### src/rtl/turn_signal_controller_if.sv
// Switch inputs and lamp/status outputs of the turn signal controller.
// The bench drives through master; the controller attaches as slave.
interface turn_signal_controller_if;
  logic       sw_turn_left;
  logic       sw_turn_right;
  logic       sw_hazard;
  logic       turn_left;
  logic       turn_right;
  logic       tick;
  logic [1:0] mode;

  modport master (
    output sw_turn_left, sw_turn_right, sw_hazard,
    input  turn_left, turn_right, tick, mode
  );

  modport slave (
    input  sw_turn_left, sw_turn_right, sw_hazard,
    output turn_left, turn_right, tick, mode
  );
endinterface

### src/rtl/turn_signal_controller.sv
// Turn/hazard indicator controller: synchronised and debounced switches drive a
// priority FSM whose blink phase restarts on every entry into a lit mode.
module turn_signal_controller #(
  parameter int unsigned DEBOUNCE_CYC = 500000,
  parameter int unsigned HALF_PERIOD  = 25000000
) (
  input logic                     clk,
  input logic                     rst,
  turn_signal_controller_if.slave bus
);

  localparam int unsigned DB_NEED = $clog2(DEBOUNCE_CYC + 1);
  localparam int unsigned DB_W    = (DB_NEED > 20) ? DB_NEED : 20;
  localparam int unsigned HP_W    = (HALF_PERIOD > 1) ? $clog2(HALF_PERIOD) : 1;

  typedef enum logic [1:0] {
    IDLE   = 2'd0,
    LEFT   = 2'd1,
    RIGHT  = 2'd2,
    HAZARD = 2'd3
  } state_e;

  // Bit order for all per-switch vectors: [0]=left, [1]=right, [2]=hazard.
  logic [2:0]            raw;
  logic [2:0]            sync1_q, sync2_q;
  logic [2:0]            deb_q, deb_d;
  logic [2:0][DB_W-1:0]  db_cnt_q, db_cnt_d;

  state_e                state_q, state_d;
  logic [HP_W-1:0]       hp_cnt_q, hp_cnt_d;
  logic                  phase_q, phase_d;
  logic                  tick_q, tick_d;
  logic                  tl_q, tl_d;
  logic                  tr_q, tr_d;

  assign raw = {bus.sw_hazard, bus.sw_turn_right, bus.sw_turn_left};

  // A counter only runs while the synchronised level disagrees with the
  // accepted one; any agreeing cycle throws the partial count away.
  always_comb begin
    deb_d    = deb_q;
    db_cnt_d = '0;
    for (int unsigned i = 0; i < 3; i++) begin
      if (sync2_q[i] != deb_q[i]) begin
        if (db_cnt_q[i] == DB_W'(DEBOUNCE_CYC - 1))
          deb_d[i] = sync2_q[i];
        else
          db_cnt_d[i] = db_cnt_q[i] + DB_W'(1);
      end
    end
  end

  always_comb begin
    state_d  = IDLE;
    hp_cnt_d = hp_cnt_q;
    phase_d  = phase_q;
    tick_d   = 1'b0;

    if (deb_q[2])
      state_d = HAZARD;
    else if (deb_q[0] && !deb_q[1])
      state_d = LEFT;
    else if (deb_q[1] && !deb_q[0])
      state_d = RIGHT;

    // Lamps and phase are derived from the next state so they change on the
    // same edge as mode, including the forced-off transition into IDLE.
    if (state_d != state_q) begin
      hp_cnt_d = '0;
      phase_d  = (state_d != IDLE);
    end else if (state_q != IDLE) begin
      if (hp_cnt_q == HP_W'(HALF_PERIOD - 1)) begin
        hp_cnt_d = '0;
        phase_d  = ~phase_q;
        tick_d   = 1'b1;
      end else begin
        hp_cnt_d = hp_cnt_q + HP_W'(1);
      end
    end else begin
      hp_cnt_d = '0;
      phase_d  = 1'b0;
    end

    tl_d = phase_d && ((state_d == LEFT)  || (state_d == HAZARD));
    tr_d = phase_d && ((state_d == RIGHT) || (state_d == HAZARD));
  end

  always_ff @(posedge clk or negedge rst) begin
    if (!rst) begin
      sync1_q  <= '0;
      sync2_q  <= '0;
      deb_q    <= '0;
      db_cnt_q <= '0;
      state_q  <= IDLE;
      hp_cnt_q <= '0;
      phase_q  <= 1'b0;
      tick_q   <= 1'b0;
      tl_q     <= 1'b0;
      tr_q     <= 1'b0;
    end else begin
      sync1_q  <= raw;
      sync2_q  <= sync1_q;
      deb_q    <= deb_d;
      db_cnt_q <= db_cnt_d;
      state_q  <= state_d;
      hp_cnt_q <= hp_cnt_d;
      phase_q  <= phase_d;
      tick_q   <= tick_d;
      tl_q     <= tl_d;
      tr_q     <= tr_d;
    end
  end

  assign bus.turn_left  = tl_q;
  assign bus.turn_right = tr_q;
  assign bus.tick       = tick_q;
  assign bus.mode       = state_q;

endmodule

### src/flat_wrapper.sv
// flat-port wrapper written by rule: the top's interface ports become plain ports
module turn_signal_controller_flat 
#(
  parameter int unsigned DEBOUNCE_CYC = 500000,
  parameter int unsigned HALF_PERIOD  = 25000000
)
  (clk, rst, bus_sw_turn_left, bus_sw_turn_right, bus_sw_hazard, bus_turn_left, bus_turn_right, bus_tick, bus_mode);
  turn_signal_controller_if bus_i ();
  input logic clk;
  input logic rst;
  input wire logic [$bits(bus_i.sw_turn_left)-1:0] bus_sw_turn_left;
  input wire logic [$bits(bus_i.sw_turn_right)-1:0] bus_sw_turn_right;
  input wire logic [$bits(bus_i.sw_hazard)-1:0] bus_sw_hazard;
  output wire logic [$bits(bus_i.turn_left)-1:0] bus_turn_left;
  output wire logic [$bits(bus_i.turn_right)-1:0] bus_turn_right;
  output wire logic [$bits(bus_i.tick)-1:0] bus_tick;
  output wire logic [$bits(bus_i.mode)-1:0] bus_mode;
  assign bus_i.sw_turn_left = bus_sw_turn_left;
  assign bus_i.sw_turn_right = bus_sw_turn_right;
  assign bus_i.sw_hazard = bus_sw_hazard;
  assign bus_turn_left = bus_i.turn_left;
  assign bus_turn_right = bus_i.turn_right;
  assign bus_tick = bus_i.tick;
  assign bus_mode = bus_i.mode;
  turn_signal_controller #(.DEBOUNCE_CYC(DEBOUNCE_CYC), .HALF_PERIOD(HALF_PERIOD)) u_core (.clk(clk), .rst(rst), .bus(bus_i));
endmodule
### config.mk
export PLATFORM = sky130hd
export DESIGN_NAME = turn_signal_controller_flat
export DESIGN_NICKNAME = d
export VERILOG_FILES = /design/src/rtl/turn_signal_controller_if.sv /design/src/rtl/turn_signal_controller.sv /design/src/flat_wrapper.sv
export SDC_FILE = /design/constraint.sdc
export NUM_CORES = 1
export LEC_CHECK = 0
export CORE_UTILIZATION = 40
export CTS_BUF_LIST = sky130_fd_sc_hd__clkbuf_8
export CTS_CLUSTER_SIZE = 8
export DETAILED_ROUTE_END_ITERATION = 8
export DONT_BUFFER_PORTS = 1
export HOLD_SLACK_MARGIN = 0.08
export PLACE_DENSITY = 0.58
export SLEW_MARGIN = 10
export SYNTH_ARGS = -nofsm -noshare
export SYNTH_HDL_FRONTEND = slang
export SYNTH_SLANG_ARGS = --single-unit
### constraint.sdc
create_clock -name clk -period 5.13 [get_ports clk]
set_clock_uncertainty 0.15 [all_clocks]
set_input_delay 0.7695 -clock clk [delete_from_list [all_inputs] [get_ports clk]]
set_output_delay 0.7695 -clock clk [all_outputs]
set_load 0.01 [all_outputs]
# Word level (Yosys, flattened, before mapping)
# Index checks and enable logic that the tools add are counted.
word_totals:
  reg_bits: 100
  inputBits: 5
  output_inout_bits: 5
  wordCells: 61
classes:
  addsub: 4
  n_eq_ne: 11
  muxes: 18
  bitwise: 1
  reduce_logical: 13
op_table:
  columns: ["operator", "n"]
  rows:
  - ["20-bit two-way mux", 6]
  - ["25-bit two-way mux", 3]
  - ["20-bit by 1-bit adder with 20-bit output (second input constant)", 3]
  - ["20-bit by 19-bit equality test with 1-bit output (second input constant)", 3]
  - ["25-bit by 1-bit adder with 25-bit output (second input constant)", 1]
  - ["25-bit equality test (second input constant)", 1]
  - ["1-bit two-way mux", 6]
  - ["2-bit two-way mux", 3]
  - ["2-bit AND reduction", 3]
  - ["2-bit equality test (second input constant)", 2]
  - ["1-bit logical AND", 4]
  - ["2-bit nonzero test", 2]
  - ["1-bit != test", 3]
  - ["2-bit by 1-bit equality test with 1-bit output (second input constant)", 1]
  - ["1-bit zero test", 2]
  - ["1-bit logical OR", 2]
  - ["2-bit != test", 1]
  - ["1-bit inverter", 1]

# Longest topological paths before layout
# Gate-level depths: netlist of the first run.
depth:
  ltp_word: 8
  depth_mapped: 7
  depth_no_buf: 5

# Least setup slack after synthesis of the first run
# Ideal clock, no wire load.
synth_timing:
  kind: "register to register"
  start: "register u_core.db_cnt_q[20] (netlist bit)"
  end: "register u_core.db_cnt_q[36] (netlist bit)"
  setup_time_ns: 0.078
  arrival_time_ns: 1.774
  required_time_ns: 4.902
  path_slack_ns: 3.128
  stages_incl_launch_ff: 6
  path_buffers: 0
  synth_period_minus_slack_ns: 2.002
  cell_sequence: "dfrtp_1 -> ha_1 -> nand4_2 -> or4_4 -> or3_1 -> a21oi_1"
synth_lines:
  columns: ["item", "line", "text"]
  rows:
  - ["start, declared", "turn_signal_controller.sv:27", "logic [2:0][DB_W-1:0] db_cnt_q, db_cnt_d;"]
  - ["start signal, assigned", "turn_signal_controller.sv:104", "db_cnt_q <= db_cnt_d;"]

# Final worst setup path of the first run
layout_timing:
  start: "register u_core.hp_cnt_q[0]"
  end: "register u_core.tr_q (netlist: u_core.bus.turn_right)"
layout_between:
  elab_chain_cells: 5
layout_rtl:
  columns: ["item", "line", "text"]
  rows:
  - ["start, declared", "turn_signal_controller.sv:30", "logic [HP_W-1:0] hp_cnt_q, hp_cnt_d;"]
  - ["start signal, assigned", "turn_signal_controller.sv:106", "hp_cnt_q <= hp_cnt_d;"]
  - ["25-bit equality test", "turn_signal_controller.sv:72", "if (hp_cnt_q == HP_W'(HALF_PERIOD - 1)) begin"]
  - ["1-bit two-way mux", "turn_signal_controller.sv:72", null]
  - ["1-bit two-way mux", "turn_signal_controller.sv:71", "end else if (state_q != IDLE) begin"]
  - ["1-bit two-way mux", "turn_signal_controller.sv:68", "if (state_d != state_q) begin"]
  - ["1-bit logical AND", "turn_signal_controller.sv:85", "tr_d = phase_d && ((state_d == RIGHT) || (state_d == HAZARD));"]
  - ["net u_core.tr_d", "turn_signal_controller.sv:34", "logic tr_q, tr_d;"]
  - ["end signal, assigned", "turn_signal_controller.sv:110", "tr_q <= tr_d;"]
  - ["end, declared", "turn_signal_controller.sv:34", null]
# The timed path passes the listed nets, and every way through them passes these cells.
# A chain may end at the register's enable or synchronous reset.

==> summary.md, run 1 <==
| Metric | Value |
|---|---|
| Aggregate negative setup slack | `0 ns` |
| Worst Setup Slack, final | `approximately 2.8 ns` |
| Die X | `between 100 and 150 µm` |
| TritonCTS clock tree | `done` |
| Dpl ws | `around 2.9 ns` |
| Total routing resource utilization after global routing | `16.46%` |
| Final WL | `9837 µm` |
| Number of enable flip-flop cells after synthesis | `0` |
| Setup Buffers After CTS | `0` |
| Source-to-sink clock delay at the later pin of the worst-skew pair | `just under 0.4 ns` |
| Number of violations reported at the end of detailed-routing iteration 0 | `158` |
| Sequential-to-total area share from yosys stat | `between 40% and 50%` |
| Net total in the final layout | `517` |
| Maximum ir drop on the vdd rail | `124.6 µV` |
| Fraction of synthesis flops using an asynchronous set or reset pin | `100.0%` |
| HP Class | `in2async` |
| Worst slew margin relative to its limit | `roughly 52%` |
| Site Rows | `40` |
| Data required, critical path | `5.28 ns` |
| Clock transition at the registers of the reported paths | `0.09 ns` |
| Number of remaining DRC errors | `0` |
| Via count of the first global-routing pass | `around 3500` |
| Count of TritonRoute iterations in the first routing pass | `4` |
| Core Box Area | `about 0.012 mm²` |
| Final estimated routing congestion in global placement | `0.7882` |
| Final max-slew violation count | `0` |
| Setup repair after global routing missed its margin | `no` |
| Die height | `around 110 µm` |
| Die footprint | `0.01312 mm²` |
| Root Buffer | `clkbuf_8` |
| Maximum number of pins on one net before global-route repair | `101` |
| # hold bufs at CTS | `1` |
| Max Fclk | `436.8 MHz` |
| # port buffers | `0` |
| Max Cap Violations | `0` |
| Initial antenna violation count | `0` |
| Net count after synthesis | `519` |
| Cts bufs inserted | `9` |
| Clock sink count | `100` |
| Final hold violation count | `0` |
| Area Overhead vs Synth | `7.707%` |
| Power per Cell Area | `247.7 mW/mm²` |
| Worst-margin pin slew | `0.7198 ns` |
| Detailed-route via count | `roughly 3700` |
| Overflow left after global routing | `0` |
| Estimated wirelength of the detail-placed design | `~6600 µm` |
| Count of unique library cells instantiated by Yosys | `between 40 and 50` |
| Proportion of layout cells with a drive suffix above 1 | `6.823%` |
| Remaining number of nets flagged by the antenna check after routing | `0` |
| Final setup fails | `0` |
| Category of the worst setup path capture point | `flip-flop` |
| Min cycle time layout | `~2.3 ns` |
| Result of the run | `complete, no violations` |
| I/O Pins | `10` |
| CP max FO | `8` |
| Kind of critical path | `reg2reg` |
| Mapped cell area | `around 0.0051 mm²` |
| Starting utilization of the core area | `about two fifths` |
| Syn_area_per_cell | `9.931 µm²` |
| Startpoint type of the worst setup path | `flip-flop` |
| Share of the cycle needed by the critical path after routing | `44.63%` |
| Yosys synthesis warning count | `0` |
| First-pass GRT wire length | `around 17000 µm` |
| Crit path arrival time | `between 2 and 2.5 ns` |
| Flop and latch count out of synthesis | `100` |
| Clock Path Buffers | `2` |
| Gates resized, CTS repair | `0` |
| Via density per instance | `5.501` |
| Post-Syn Instances | `510` |
| Commonest register cell after synthesis | `dfrtp_1` |
| Min Hold Slack | `around 0.16 ns` |
| CTS H-tree depth | `3` |
| Antenna Diode Count | `0` |
| Routed length per placed instance | `roughly 14 µm` |
| LEAKAGE | `2.101 nW` |
## report_power, final
group	switching [mW]	internal (mW)
combinational	0.0286	0.0103
clock	0.283	0.227
sequential	0.00745	0.796
## path summary, 6_finish.rpt
| kind | start | endpoint | slack, ns | cells past startpoint |
|---|---|---|---|---|
| max | u_core.hp_cnt_q[0]$_DFF_PN0_ | u_core.bus.turn_right$_DFF_PN0_ | 2.84 | 5 |
| min | rst | u_core.db_cnt_q[33]$_DFF_PN0_ | 0.16 | 1 |
| max reg2reg | u_core.hp_cnt_q[0]$_DFF_PN0_ | u_core.bus.turn_right$_DFF_PN0_ | 2.84 | 5 |
| min reg2reg | u_core.sync1_q[0]$_DFF_PN0_ | u_core.sync2_q[0]$_DFF_PN0_ | 0.21 | 0 |
| max in group asynchronous | rst | u_core.db_cnt_q[50]$_DFF_PN0_ | 4.31 | 1 |
| min in group clk | u_core.sync1_q[0]$_DFF_PN0_ | u_core.sync2_q[0]$_DFF_PN0_ | 0.21 | 0 |
## cell usage in the layout (no fill, tap or decap), types with 15 or more instances in the layout
cell / n
dfrtp_1: 100
nor3_1: 18
o21ai_0: 16
nand3_1: 38
xor2_1: 31
or4_1: 15
nand2_1: 29
or3_1: 15
xnor2_1: 20
nand4_1: 24
a21oi_1: 18
nor2_1: 48
## per-stage QoR
| step | power (mW) | utilization [%] | std cells | instance area, µm² |
|---|---|---|---|---|
| floorplan | 0.8359 | - | 510 | 5065 |
| global placement | 0.8405 | 42.87 | 663 | 5214 |
| detailed placement | 0.8416 | 42.87 | 663 | 5214 |
| CTS | 1.376 | 44.73 | 680 | 5440 |
| global route | 1.415 | 44.86 | 681 | 5455 |
| finish | 1.351 | 44.86 | 681 | 5455 |
## cell usage after synthesis, drive strengths merged, types with 2 or more instances
cell type  count  area share [%]
dfrtp        100              49
nor2          48             3.6
nand3         38             3.8
xor2          31             5.4
nand2         29             2.1
nand4         27             3.7
xnor2         20             3.5
a21oi         19             1.9
nor3          19             2.0
o21ai         16             1.6
o31ai         16             2.7
or4           16             2.4
or3           15             1.9
and4          13             2.3
a211oi        11             1.6
inv           11            0.82
buf           10             1.0
nor4          10             1.2
and2           9             1.1
and3           8            0.99
clkbuf         7            0.54
nor4b          6             1.0
ha             4            0.99
mux2           4            0.89
nand2b         3            0.37
nor4bb         3            0.59
a32oi          2            0.35
nor2b          2            0.25
nor3b          2            0.30
or2            2            0.25
## cell type report
class | instances | area [µm²]
Fill cell | 1179 | 6706
Tap cell | 168 | 210.2
Sequential cell | 100 | 2502
Inverter | 11 | 41.29
Clock inverter | 7 | 75.07
Clock buffer | 9 | 123.9
Timing Repair Buffer | 4 | 57.56
Multi-Input combinational cell | 382 | 2445
## routing by layer
metal	track usage [%]	vias to the layer above	part of all wire, %
li1	-	1887	-
met1	22.13	1823	50
met2	25.54	28	46
met3	5.294	8	3.2
met4	4.416	0	0.98
met5	0	-	0
## worst max-delay path, cell delays in order, from the launching register on
cell     delay, ns
dfrtp_1       0.40
ha_1          0.22
and4_1        0.40
nand2_1       0.24
or4_1         0.56
a32oi_1       0.23
## sequential cells by signal, indices dropped and copies added, names as in the netlist
signal                 flops
u_core.bus.turn_left       1
u_core.bus.turn_right      1
u_core.sync1_q             3
u_core.bus.tick            1
u_core.sync2_q             3
u_core.db_cnt_q           60
u_core.phase_q             1
u_core.bus.mode            2
u_core.hp_cnt_q           25
u_core.deb_q               3
## kinds of logic after synthesis
family,Yosys count,share of synthesized area (%)
muxes,4,0.8893
and+or+nand+nor,251,28.01
buffers and inverters,28,2.396
AOI/OAI and AO/OA,72,9.487
xor gates and xnor gates,51,8.819
adders and majority gates,4,0.9882
DFF,100,49.41
Note: power is estimated with default switching activity, not from simulation.
==> inputs of run 2 (changes only) <==
==> constraint.sdc (replaced) <==
create_clock -name clk -period 2.15 [get_ports clk]
set_clock_uncertainty 0.15 [all_clocks]
set_input_delay 0.3225 -clock clk [delete_from_list [all_inputs] [get_ports clk]]
set_output_delay 0.3225 -clock clk [all_outputs]
set_load 0.01 [all_outputs]
==> summary.md, run 2 (synthesized netlist as in run 1, its figures left out) <==
| Metric | Value |
|---|---|
| Result of the run | `finished with violations` |
| Violated checks | `negative hold slack` |
| Largest regs | `u_core.db_cnt_q (60), u_core.hp_cnt_q (25)` |
| Power per Cell Area | `600.7 mW/mm² (+140%)` |
| Worst path cell trace | `and3_1 -> nand4_1 -> buf_4 -> or3_1 -> a211oi_1` |
| TritonCTS clock tree | `done` |
| Commonest cells after routing, fill and taps aside | `100 x dfrtp_1, 48 x nor2_1, 38 x nand3_1` |
| Maximum number of pins on one net before global-route repair | `101 (unchanged)` |
| Share of total power in the clock network | `42.1% (+4.4 points)` |
| Initial antenna violation count | `0 (unchanged)` |
| Overflow left after global routing | `0 (unchanged)` |
| First-pass GRT wire length | `17910 µm (+5.5%)` |
| Estimated wirelength of the detail-placed design | `6931 µm (+4.8%)` |
| Clock transition at the registers of the reported paths | `0.09 ns (about the same)` |
| Site Rows | `40 (unchanged)` |
| Worst Setup SP | `u_core.hp_cnt_q[9]$_DFF_PN0_` |
| Non-filler instance count after layout | `708 (+4.0%)` |
| Source-to-sink clock delay at the later pin of the worst-skew pair | `0.38 ns (about the same)` |
| Highest-delay cell along the critical path | `dfrtp_1` |
| Min cycle time layout | `2.035 ns (-0.2542 ns)` |
| Total routing resource utilization after global routing | `17.38% (+0.92 points)` |
| Setup Buffers After CTS | `0 (unchanged)` |
| Reg with most FFs | `u_core.db_cnt_q` |
| Capture instance of the worst register-to-register path | `u_core.hp_cnt_q[13]$_DFF_PN0_` |
| Min Hold Slack | `-0.5185 ns (-0.6814 ns)` |
| Delay of the slowest critical-path stage | `0.45 ns (-0.11 ns)` |
| Antenna Diode Count | `0 (unchanged)` |
| # port buffers | `0 (unchanged)` |
| Core Box Area | `0.01216 mm² (unchanged)` |
| Combinational group share of total power | `1.9% (-1.0 points)` |
| Number of remaining DRC errors | `0 (unchanged)` |
| # hold bufs at CTS | `3 (+2)` |
| Kind of critical path | `reg2reg` |
| Worst slew margin relative to its limit | `69.89% (+18 points)` |
| Cts bufs inserted | `9 (unchanged)` |
| Remaining number of nets flagged by the antenna check after routing | `0 (unchanged)` |
| Detailed-route via count | `3885 (+3.7%)` |
| Max Cap Violations | `0 (unchanged)` |
| Data required, critical path | `2.29 ns (-2.99 ns)` |
| Share of the cycle needed by the critical path after routing | `94.66% (+50 points)` |
| Final WL | `10290 µm (+4.6%)` |
| Routed length per placed instance | `14.53 µm (+0.62%)` |
| Starting utilization of the core area | `41.65% (unchanged)` |
| Die footprint | `0.01312 mm² (unchanged)` |
| Category of the worst setup path capture point | `flip-flop` |
| Number of placed cells counting well taps | `690 (+4.1%)` |
| R2r worst-path depth | `5 (unchanged)` |
| LEAKAGE | `2.259 nW (+7.5%)` |
| Internal power of the cells | `2.723 mW (+160%)` |
| Clock sink count | `100 (unchanged)` |
| Count of TritonRoute iterations in the first routing pass | `4 (unchanged)` |
| Die height | `114.5 µm (unchanged)` |
| Setup repair after global routing missed its margin | `no` |
| Via density per instance | `5.487 (-0.24%)` |
| Die X | `114.5 µm (unchanged)` |
| WP buf/inv | `1 (+1)` |
| Placed inst area | `0.005416 mm² (+3.9%)` |
| Sequential share of power | `56.0% (-3.4 points)` |
| Maximum ir drop on the vdd rail | `387.6 µV (+210%)` |
| Net total in the final layout | `545 (+5.4%)` |
| Final setup fails | `0 (unchanged)` |
| Via count of the first global-routing pass | `3753 (+7.3%)` |
| HP Class | `in2async` |
| Psw | `0.7004 mW (+120%)` |
| Area Overhead vs Synth | `12.52%` |
| Clock Path Buffers | `2 (unchanged)` |
| Final hold violation count | `100 (+100)` |
| CP max FO | `7 (-1)` |
| Launching point of the worst reg2reg path | `u_core.hp_cnt_q[9]$_DFF_PN0_` |
| Flip-flop count of the largest register, all copies and words added | `60 (unchanged)` |
| Final max-slew violation count | `0 (unchanged)` |
| Final Cell Area | `0.005699 mm² (+4.5%)` |
| Crit path arrival time | `2.18 ns (-0.26 ns)` |
| Max Fclk | `491.4 MHz (+12%)` |
| I/O Pins | `10 (unchanged)` |
| CTS H-tree depth | `3 (unchanged)` |
| Number of violations reported at the end of detailed-routing iteration 0 | `195 (+23%)` |
| Startpoint type of the worst setup path | `flip-flop` |
| Net Sw Frac | `20.46% (-3.1 points)` |
| Root Buffer | `clkbuf_8` |
| Most common library cell in the layout ignoring fill and taps | `dfrtp_1` |
| Setup slack of the worst register-to-register path | `0.11 ns (-2.73 ns)` |
| Final estimated routing congestion in global placement | `0.7915 (+0.42%)` |
| Worst-margin pin slew | `0.4454 ns (-0.2744 ns)` |
| Family with the most delay on the worst path | `simple AND/OR/NAND/NOR gates` |
| Proportion of layout cells with a drive suffix above 1 | `11.48% (+4.7 points)` |
| Aggregate negative setup slack | `0 ns (unchanged)` |
run 2: changes by cell type in the layout (fill, tap and decap cells not counted), moves of 2 or more:
cell           delta
clkinvlp_4        -2
dlygate4sd3_1     +3
bufinv_16         +2
buf_4            +27
run 2: power by group through the flow:
stage	Sequential (mW)	Clock [mW]	Combinational [mW]
3_5_place_dp	1.95	0	0.0615
2_1_floorplan	1.95	0	0.0443
4_1_cts	1.92	1.50	0.0660
5_1_grt	1.92	1.57	0.0762
6_report	1.92	1.44	0.0653
3_3_place_gp	1.95	0	0.0610
run 2: layout make-up:
cell class	instances	area, µm²
clock buffers	10	137.6
clock inverters	5	101.3
fillers	1157	6462
inverters	11	41.29
multi-input cells	382	2459
flip-flops and latches	100	2502
well taps	168	210.2
repair buffers	32	247.7
run 2: how the worst max path moves through the flow:
stage / to / cells after the start / slack (ns)
after global placement: u_core.db_cnt_q[38]$_DFF_PN0_ / 5 / 0.15
final: u_core.hp_cnt_q[13]$_DFF_PN0_ / 5 / 0.11
after floorplan: u_core.db_cnt_q[36]$_DFF_PN0_ / 5 / 0.15
after detailed placement: u_core.bus.turn_left$_DFF_PN0_ / 5 / 0.11
after CTS: u_core.bus.turn_left$_DFF_PN0_ / 5 / 0.08
after global routing: u_core.bus.turn_left$_DFF_PN0_ / 4 / 0.002
run 2: metal layers:
metal	vias to the layer above	global-route usage, %	part of all wire [%]	routed length [µm]
met5	-	0	0	0
met4	0	4.589	1.0	105
met3	12	5.347	3.9	400
met2	39	28.04	47	4838
met1	1900	22.66	48	4945
li1	1934	-	-	-
run 2: timing repair:
item | in CTS | in global routing
endpoints found under the setup margin | 0 | 6
resized for setup | 0 | 5
endpoints found under the hold margin | 103 | 100
run 2: worst reg2reg max path, cell delays in order (launching register included):
cell	delay, ns
dfrtp_1	0.45
and3_1	0.29
nand4_1	0.29
buf_4	0.26
or3_1	0.30
a211oi_1	0.22
run 2: stage by stage:
step	setup WS [ns]	hold WS (ns)	total power, mW	util (%)
3_5_place_dp	0.1059	-0.1189	2.015	44.54
6_report	0.1149	-0.5185	3.423	46.86
2_1_floorplan	0.1482	-0.1231	1.995	-
3_3_place_gp	0.1518	-0.1191	2.014	44.54
4_1_cts	0.07737	-0.5515	3.482	46.75
5_1_grt	0.002412	-0.5590	3.570	46.86
==> inputs of run 3 (changes only) <==
--- a/config.mk
+++ b/config.mk
@@ -5,8 +5,10 @@
 export SDC_FILE = /design/constraint.sdc
 export NUM_CORES = 1
 export LEC_CHECK = 0
+export CORE_MARGIN = 1.5
 export CORE_UTILIZATION = 40
 export CTS_BUF_LIST = sky130_fd_sc_hd__clkbuf_8
+export CTS_CLUSTER_DIAMETER = 150
 export CTS_CLUSTER_SIZE = 8
 export DETAILED_ROUTE_END_ITERATION = 8
 export DONT_BUFFER_PORTS = 1
==> constraint.sdc (replaced) <==
create_clock -name clk -period 1.9 [get_ports clk]
set_clock_uncertainty 0.15 [all_clocks]
set_input_delay 0.285 -clock clk [delete_from_list [all_inputs] [get_ports clk]]
set_output_delay 0.285 -clock clk [all_outputs]
set_load 0.01 [all_outputs]
==> summary.md, run 3 (synthesized netlist as in run 1, its figures left out) <==
| Metric | Value |
|---|---|
| Routed length per placed instance | `15.12 µm (+4.0%)` |
| Worst-margin pin slew | `0.4863 ns (+0.04087 ns)` |
| Net total in the final layout | `621 (+14%)` |
| Final hold violation count | `100 (unchanged)` |
| Commonest cells after routing, fill and taps aside | `98 x buf_4, 94 x dfrtp_1, 48 x nor2_1` |
| Delay of the slowest critical-path stage | `0.53 ns (+0.08 ns)` |
| Violated checks | `negative hold slack` |
| Final estimated routing congestion in global placement | `0.8272 (+4.5%)` |
| Estimated wirelength of the detail-placed design | `7890 µm (+14%)` |
| Internal power of the cells | `2.869 mW (+5.4%)` |
| Source-to-sink clock delay at the later pin of the worst-skew pair | `0.38 ns (about the same)` |
| Clock sink count | `100 (unchanged)` |
| Min Hold Slack | `-0.5570 ns (-0.03850 ns)` |
| First-pass GRT wire length | `20080 µm (+12%)` |
| CTS H-tree depth | `3 (unchanged)` |
| Via density per instance | `5.425 (-1.1%)` |
| Result of the run | `finished with violations` |
| Count of TritonRoute iterations in the first routing pass | `4 (unchanged)` |
| Share of total power in the clock network | `38.3% (-3.8 points)` |
| Flip-flop count of the largest register, all copies and words added | `60 (unchanged)` |
| Highest-delay cell along the critical path | `or4_4` |
| Most common library cell in the layout ignoring fill and taps | `buf_4` |
| Worst path cell trace | `ha_2 -> and4_4 -> nand2_4 -> or4_4 -> a32oi_1` |
| Die footprint | `0.01335 mm² (+1.8%)` |
| Area Overhead vs Synth | `28.33%` |
| Die X | `115.5 µm (+0.87%)` |
| Maximum ir drop on the vdd rail | `451.3 µV (+16%)` |
| Cts bufs inserted | `9 (unchanged)` |
| Root Buffer | `clkbuf_8` |
| Sequential share of power | `59.1% (+3.1 points)` |
| Family with the most delay on the worst path | `simple AND/OR/NAND/NOR gates` |
| Antenna Diode Count | `0 (unchanged)` |
| Max Fclk | `529.3 MHz (+7.7%)` |
| LEAKAGE | `2.719 nW (+20%)` |
| Share of the cycle needed by the critical path after routing | `99.44% (+4.8 points)` |
| Crit path arrival time | `2.03 ns (-0.15 ns)` |
| Power per Cell Area | `565.0 mW/mm² (-5.9%)` |
| Overflow left after global routing | `0 (unchanged)` |
| HP Class | `in2async` |
| Final Cell Area | `0.006500 mm² (+14%)` |
| Initial antenna violation count | `0 (unchanged)` |
| Placed inst area | `0.005882 mm² (+8.6%)` |
| Reg with most FFs | `u_core.db_cnt_q` |
| Proportion of layout cells with a drive suffix above 1 | `29.17% (+18 points)` |
| Number of violations reported at the end of detailed-routing iteration 0 | `237 (+22%)` |
| Final max-slew violation count | `0 (unchanged)` |
| Min cycle time layout | `1.889 ns (-0.1457 ns)` |
| Clock transition at the registers of the reported paths | `0.09 ns (about the same)` |
| Worst slew margin relative to its limit | `67.33% (-2.6 points)` |
| # port buffers | `0 (unchanged)` |
| Via count of the first global-routing pass | `4364 (+16%)` |
| Data required, critical path | `2.04 ns (-0.25 ns)` |
| Final WL | `11870 µm (+15%)` |
| Final setup fails | `0 (unchanged)` |
| TritonCTS clock tree | `done` |
| Psw | `0.8034 mW (+15%)` |
| Aggregate negative setup slack | `0 ns (unchanged)` |
| CP max FO | `6 (-1)` |
| Combinational group share of total power | `2.6% (+0.7 points)` |
| Site Rows | `40 (unchanged)` |
| Maximum number of pins on one net before global-route repair | `101 (unchanged)` |
| Clock Path Buffers | `2 (unchanged)` |
| WP buf/inv | `0 (-1)` |
| Net Sw Frac | `21.88% (+1.4 points)` |
| I/O Pins | `10 (unchanged)` |
| # hold bufs at CTS | `3 (unchanged)` |
| Core Box Area | `0.01216 mm² (unchanged)` |
| Largest regs | `u_core.db_cnt_q (60), u_core.hp_cnt_q (25)` |
| Die height | `115.5 µm (+0.87%)` |
| Startpoint type of the worst setup path | `flip-flop` |
| Setup repair after global routing missed its margin | `yes` |
| Category of the worst setup path capture point | `flip-flop` |
| Number of remaining DRC errors | `0 (unchanged)` |
| Detailed-route via count | `4259 (+9.6%)` |
| Starting utilization of the core area | `41.65% (unchanged)` |
| Max Cap Violations | `0 (unchanged)` |
| Total routing resource utilization after global routing | `18.96% (+1.6 points)` |
| Remaining number of nets flagged by the antenna check after routing | `0 (unchanged)` |
| Kind of critical path | `reg2reg` |
==> run 3: cell count changes in the layout (fill, tap and decap cells not counted), sizes merged <==
cell / previous run / this run
clkbuf: 10 / 11
bufinv: 3 / 1
clkinv: 0 / 2
buf: 29 / 105
==> run 3: stage by stage <==
stage | worst slack [ns] | total power, mW | utilization, % | hold WS [ns] | cells
2_1_floorplan | 0.002996 | 2.262 | - | -0.1606 | 510
3_3_place_gp | -0.03973 | 2.290 | 48.36 | -0.1569 | 747
3_5_place_dp | -0.07499 | 2.294 | 48.36 | -0.1570 | 747
4_1_cts | -0.01547 | 3.724 | 50.91 | -0.5829 | 772
5_1_grt | -0.06503 | 3.831 | 53.45 | -0.6024 | 785
6_report | 0.01056 | 3.672 | 53.45 | -0.5570 | 785
==> run 3: path summary, 6_finish.rpt <==
kind / startpoint / end / slack (ns) / depth (start not counted)
worst min register to register: u_core.sync1_q[0]$_DFF_PN0_ / u_core.sync2_q[0]$_DFF_PN0_ / 0.21 / 0
min in group clk: u_core.sync1_q[0]$_DFF_PN0_ / u_core.sync2_q[0]$_DFF_PN0_ / 0.21 / 0
worst max register to register: u_core.hp_cnt_q[1]$_DFF_PN0_ / u_core.bus.turn_left$_DFF_PN0_ / 0.01 / 5
worst max-delay path: u_core.hp_cnt_q[1]$_DFF_PN0_ / u_core.bus.turn_left$_DFF_PN0_ / 0.01 / 5
max in group asynchronous: rst / u_core.db_cnt_q[8]$_DFF_PN0_ / 1.95 / 0
worst min-delay path: rst / u_core.db_cnt_q[35]$_DFF_PN0_ / -0.56 / 0
==> run 3: repair_timing <==
item	in CTS	in global routing
buffers inserted	6	13
pin swaps	6	22
gates resized for setup	8	48
endpoints found under the setup margin	10	74
hold endpoints to repair	103	100
==> run 3: power by group through the flow <==
stage	sequential [mW]	combinational, mW	clock, mW
2_1_floorplan	2.21	0.0524	0
3_3_place_gp	2.21	0.0792	0
3_5_place_dp	2.21	0.0816	0
4_1_cts	2.17	0.0931	1.46
5_1_grt	2.17	0.108	1.55
6_report	2.17	0.0954	1.41
==> run 3: layout make-up <==
type                    instances  area (µm²)
flip-flops and latches        100        2510
clock inverters                 5       51.30
multi-input cells             382        2691
repair buffers                108       844.6
fillers                      1120        5662
well taps                     168       210.2
clock buffers                  11       151.4
inverters                      11       41.29
==> run 3: per-layer routing <==
metal,vias up,track usage [%],wire length (µm)
met5,-,0,0
met4,0,8.230,250
met2,51,30.89,5932
met3,19,4.916,388
li1,2083,-,-
met1,2106,23.91,5297
